--- src/rtl/if_fetch_stage_pkg.sv ---
// Shared definitions for the fetch stage: bus widths, reset PC and fetch FSM encodings.
package if_fetch_stage_pkg;

   localparam int unsigned ID_TO_IF_BUS_WD  = 33;
   localparam int unsigned IF_TO_IPD_BUS_WD = 64;
   localparam logic [31:0] RESET_PC_DEFAULT = 32'h1c00_0000;

   typedef enum logic [1:0] {
      FS_REQ     = 2'd0,
      FS_WAIT    = 2'd1,
      FS_DISCARD = 2'd2
   } fetch_state_e;

   function automatic logic [31:0] align_word(input logic [31:0] addr);
      return addr & 32'hffff_fffc;
   endfunction

endpackage

--- src/rtl/if_inst_slot.sv ---
// One-entry instruction buffer between fetch and IPD; flush beats load beats drain.
module if_inst_slot
   import if_fetch_stage_pkg::*;
#(
   parameter int unsigned WIDTH = IF_TO_IPD_BUS_WD
) (
   input  logic             clk,
   input  logic             reset,
   input  logic             load,
   input  logic [WIDTH-1:0] load_data,
   input  logic             drain,
   input  logic             flush,
   output logic             valid,
   output logic [WIDTH-1:0] data
);

   always_ff @(posedge clk) begin
      if (reset) begin
         valid <= 1'b0;
         data  <= '0;
      end else if (flush) begin
         valid <= 1'b0;
      end else if (load) begin
         // A simultaneous drain is covered here: the new word replaces the leaving one.
         valid <= 1'b1;
         data  <= load_data;
      end else if (drain) begin
         valid <= 1'b0;
      end
   end

endmodule

--- src/rtl/if_fetch_stage.sv ---
// Fetch stage: owns the fetch PC, keeps one request outstanding and feeds the slot toward IPD.
module if_fetch_stage
   import if_fetch_stage_pkg::*;
#(
   parameter logic [31:0] RESET_PC   = RESET_PC_DEFAULT,
   parameter int unsigned BUS_WD_ID  = ID_TO_IF_BUS_WD,
   parameter int unsigned BUS_WD_IPD = IF_TO_IPD_BUS_WD
) (
   input  logic                  clk,
   input  logic                  reset,
   input  logic [BUS_WD_ID-1:0]  ID_to_IF_bus,
   input  logic                  IPD_allow_in,
   output logic                  IF_to_IPD_valid,
   output logic [BUS_WD_IPD-1:0] IF_to_IPD_bus,
   output logic                  inst_req,
   output logic [31:0]           inst_addr,
   input  logic                  inst_addr_ok,
   input  logic                  inst_data_ok,
   input  logic [31:0]           inst_rdata
);

   fetch_state_e state;
   logic [31:0]  fetch_pc;
   logic [31:0]  req_pc;
   logic         br_taken_cancel;
   logic [31:0]  pc_from_id;
   logic         slot_valid;
   logic         slot_load;
   logic         drain;
   logic         accept;

   assign br_taken_cancel = ID_to_IF_bus[32];
   assign pc_from_id      = ID_to_IF_bus[31:0];

   assign inst_addr = align_word(fetch_pc);
   assign inst_req  = ~reset & (state == FS_REQ) & (~slot_valid | IPD_allow_in);
   assign accept    = inst_req & inst_addr_ok;
   assign drain     = slot_valid & IPD_allow_in;
   assign slot_load = (state == FS_WAIT) & inst_data_ok & ~br_taken_cancel;

   assign IF_to_IPD_valid = slot_valid;

   always_ff @(posedge clk) begin
      if (reset) begin
         fetch_pc <= RESET_PC;
         req_pc   <= '0;
         state    <= FS_REQ;
      end else if (br_taken_cancel) begin
         fetch_pc <= pc_from_id;
         unique case (state)
            FS_REQ:     state <= accept ? FS_DISCARD : FS_REQ;
            FS_WAIT:    state <= inst_data_ok ? FS_REQ : FS_DISCARD;
            FS_DISCARD: state <= inst_data_ok ? FS_REQ : FS_DISCARD;
            default:    state <= FS_REQ;
         endcase
      end else begin
         unique case (state)
            FS_REQ: begin
               // A data_ok seen here belongs to a request abandoned by reset.
               if (accept) begin
                  req_pc   <= inst_addr;
                  fetch_pc <= fetch_pc + 32'd4;
                  state    <= FS_WAIT;
               end
            end
            FS_WAIT:    if (inst_data_ok) state <= FS_REQ;
            FS_DISCARD: if (inst_data_ok) state <= FS_REQ;
            default:    state <= FS_REQ;
         endcase
      end
   end

   if_inst_slot #(
      .WIDTH(BUS_WD_IPD)
   ) u_slot (
      .clk      (clk),
      .reset    (reset),
      .load     (slot_load),
      .load_data({req_pc, inst_rdata}),
      .drain    (drain),
      .flush    (br_taken_cancel),
      .valid    (slot_valid),
      .data     (IF_to_IPD_bus)
   );

endmodule

--- config.mk ---
export PLATFORM = sky130hd
export DESIGN_NAME = if_fetch_stage
export DESIGN_NICKNAME = d
export VERILOG_FILES = /design/src/rtl/if_fetch_stage_pkg.sv /design/src/rtl/if_inst_slot.sv /design/src/rtl/if_fetch_stage.sv
export SDC_FILE = /design/constraint.sdc
export NUM_CORES = 1
export LEC_CHECK = 0
export ABC_AREA = 1
export BUFFER_PORTS_ARGS = -buffer_cell sky130_fd_sc_hd__buf_2
export CORE_MARGIN = 2
export CORE_UTILIZATION = 52
export DETAILED_ROUTE_END_ITERATION = 6
export PLACE_DENSITY_LB_ADDON = 0.3
export SYNTH_ARGS = -nofsm -noshare
export SYNTH_HDL_FRONTEND = slang
export SYNTH_SLANG_ARGS = --single-unit
--- constraint.sdc ---
create_clock -name clk -period 4.4 [get_ports clk]
set_clock_uncertainty 0.05 [all_clocks]
set_input_delay 0.88 -clock clk [delete_from_list [all_inputs] [get_ports clk]]
set_output_delay 0.88 -clock clk [all_outputs]
set_load 0.02 [all_outputs]
==> impl_metrics.env <==
export IMPL_power_density_nw_per_um2=425.0
export IMPL_slew_limit_headroom=0.3890
export IMPL_crit_path_end_kind="flip-flop"
export IMPL_r2r_setup_slack_ns=2.09
export IMPL_synth_edf_count=0
export IMPL_cts_resized=0
export IMPL_comb_power_share=0.086
export IMPL_final_cells=1066
export IMPL_netlist_top_cells_count="182 x nor2_1, 125 x dfxtp_1, 125 x nand2_1, 93 x o21ai_0, 48 x inv_1"
export IMPL_synthTopCellsByArea="dfxtp_1 45%, nor2_1 12%, nand2_1 8.5%"
export IMPL_start_util=0.5353
export IMPL_die_area_um2=11420
export IMPL_hold_viol_final=0
export IMPL_drt_iter0_markers=445
export IMPL_cts_htree_levels=4
export IMPL_overflow=0
export IMPL_synth_compound_area_frac=0.1590
export IMPL_yosysUniqueCellTypes=35
export IMPL_hold_buffers=0
export IMPL_max_cap_viol_count=0
export IMPL_clk_pin_slew_worst_paths_ns=0.06
export IMPL_final_antenna_net_count=0
export IMPL_crit_fanout=49
export IMPL_antenna_found_initial=0
export IMPL_status="finished, final reports clean"
export IMPL_startpoint="ID_to_IF_bus[32]"
export IMPL_clkPwrFrac=0.499
export IMPL_synth_top_area_frac=0.4549
export IMPL_rr_endpoint="req_pc[17]"
export IMPL_synth_mux_area_frac=0
export IMPL_fp_dieW_um=106.9
export IMPL_cts_root_buf="clkbuf_8"
export IMPL_yosysTopAreaCell="dfxtp_1"
export IMPL_final_nets=991
export IMPL_period_needed_ns=2.599
export IMPL_placement_cell_area_um2=6301
export IMPL_fill_cells=933
export IMPL_intPower_mw=2.196
export IMPL_power_switching_mw=0.7473
export IMPL_grt_start_max_net_pins=71
export IMPL_cts_post_setup_buffers_inserted=0
export IMPL_reg2regPathDepth=8
export IMPL_critPathLaunchType="primary input"
export IMPL_drive_gt1_frac=0.2430
export IMPL_grt_pass1_wl_um=24330
export IMPL_synth_top_family_by_area="simple AND/OR/NAND/NOR gates"
export IMPL_firstDrtPassIters=5
export IMPL_p_leak_nw=3.311
export IMPL_cts_tree="built"
export IMPL_cp_arrival_ns=2.99
export IMPL_worst_pin_slew_ns=0.9165
export IMPL_holdWs_ns=0.4094
export IMPL_detail_route_wirelength_um=15000
export IMPL_synth_area_um2=5502
export IMPL_dp_hpwl_um=10250
export IMPL_dp_cells=1034
export IMPL_clk_latency_ns=0.52
export IMPL_antennaDiodeCount=0
export IMPL_portBuffers=161
export IMPL_worstSetupPathType="primary input to flip-flop"
export IMPL_crit_chain="buf_2, inv_4, nand4_1, inv_2, o21ai_0, a21oi_1"
export IMPL_grt_use_total=0.2679
export IMPL_fin_tns_setup_ns=0
export IMPL_reg2reg_from="state[1]"
export IMPL_pre_cts_ws_ns=1.358
export IMPL_areaGrowthSynthToFinish_pct=25.90
export IMPL_seq_power_share=0.415
export IMPL_worst_path_max_delay_cell="inv_2"
export IMPL_cts_inserted_buffers=17
export IMPL_routabilityCongestion=0.9123
export IMPL_synth_fa_ha_area_frac=0.009097
export IMPL_setup_ws_ns=1.801
export IMPL_swShare=0.2539
export IMPL_grt_pass1_vias=4924
export IMPL_fin_crit_sh=0.5908
export IMPL_yosysWarnings=0
export IMPL_worstHoldPathType="flip-flop to flip-flop"
export IMPL_critPathMaxStageDelay_ns=0.70
export IMPL_critPathCapture="req_pc[17]"
export IMPL_synthXorXnorAreaFrac=0.01274
export IMPL_io_pins=168
export IMPL_viasPerCell=5.159
export IMPL_setup_viol=0
export IMPL_required_ns=4.79
export IMPL_async_reset_ff_frac=0
export IMPL_rsz0062_at_grt="false"
export IMPL_ir_worst_vdd_v=0.0002212
export IMPL_slew_violations=0
export IMPL_via_count=5499
export IMPL_num_rows=37
export IMPL_yosys_most_used_dff="dfxtp_1"
export IMPL_clock_sinks=125
export IMPL_drc_errors=0
export IMPL_clk_path_buf_depth=2
export IMPL_fmax_mhz=384.7
export IMPL_synthSimpleGateAreaFrac=0.2820
export IMPL_avgSynthCellArea_um2=7.080
export IMPL_finalInstanceArea_um2=6927
export IMPL_ys_ff_latch=125
export IMPL_die_y_um=106.9
export IMPL_fp_coreArea_um2=10280
export IMPL_ys_seq_area_frac=0.4549
export IMPL_synthMostInstantiatedCell="nor2_1"
export IMPL_syn_inst=777
export IMPL_avgRoutedWirePerCell_um=14.07
-- kinds of logic after synthesis --
kind of cell / Yosys count
and+or+nand+nor: 370
AOI/OAI and AO/OA: 166
DFF: 125
buffers and inverters: 103
xor gates and xnor gates: 8
adders and majority gates: 4
other: 1
-- through the flow --
stage | utilization | power (mW)
after floorplan | - | 1.401
after global placement | 0.6131 | 1.493
after detailed placement | 0.6131 | 1.496
after CTS | 0.6740 | 2.960
after global routing | 0.6740 | 3.052
final | 0.6740 | 2.944
-- critical path: cells and delay by family --
| family | cells | cell delay, ns |
|---|---|---|
| buffers and inverters | 3 | 1.30 |
| AO/OA/AOI/OAI | 2 | 0.41 |
| AND/OR/NAND/NOR | 1 | 0.37 |
-- power by group through the flow --
stage	clock network, mW	registers (mW)	logic [mW]
after floorplan	0	1.26	0.137
after CTS	1.49	1.22	0.254
after global placement	0	1.24	0.250
after detailed placement	0	1.24	0.252
after global routing	1.54	1.23	0.282
final	1.47	1.22	0.254
-- flip-flops by register name, summed over array words and instances (netlist names) --
name	cells
u_slot.data	62
u_slot.valid	1
req_pc	30
fetch_pc	30
state	2
-- placed cells by master, fill, tap and decap left out, drive strengths merged, types with 6 or more instances in the layout --
cell / instances
buf: 164
clkbuf: 18
nand2: 132
dfxtp: 125
a21oi: 47
nand3: 33
a31oi: 6
a211oi: 9
nor2: 194
o21ai: 101
inv: 61
xor2: 8
-- how the worst min path moves through the flow --
stage                                  to  slack [ns]  cells after the start       start
after floorplan                req_pc[12]        0.38                      2  req_pc[12]
after global placement    u_slot.data[47]        0.40                      2  req_pc[15]
after detailed placement  u_slot.data[47]        0.40                      2  req_pc[15]
after CTS                 u_slot.data[38]        0.41                      2   req_pc[6]
after global routing      u_slot.data[50]        0.44                      2  req_pc[18]
final                     u_slot.data[50]        0.41                      2  req_pc[18]
-- final cells by class --
class	instances	area [µm²]	area share
clock inverter	14	207.7	0.02999
multi-input combinational	552	2566	0.3705
timing repair buffer	164	840.8	0.1214
tap	136	170.2	0.02457
clock buffer	18	417.9	0.06033
sequential	125	2502	0.3613
inverter	57	221.5	0.03197
-- routing by layer --
layer  wire length, µm  vias to the layer above  GRT usage
met3              1182                       23    0.06261
met2              6758                      233     0.4158
met1              6775                     2458     0.3713
met4               283                        0    0.08163
li1                  -                     2785          -
met5                 0                        -          0
No activity file was read; power rests on OpenSTA's default activity.
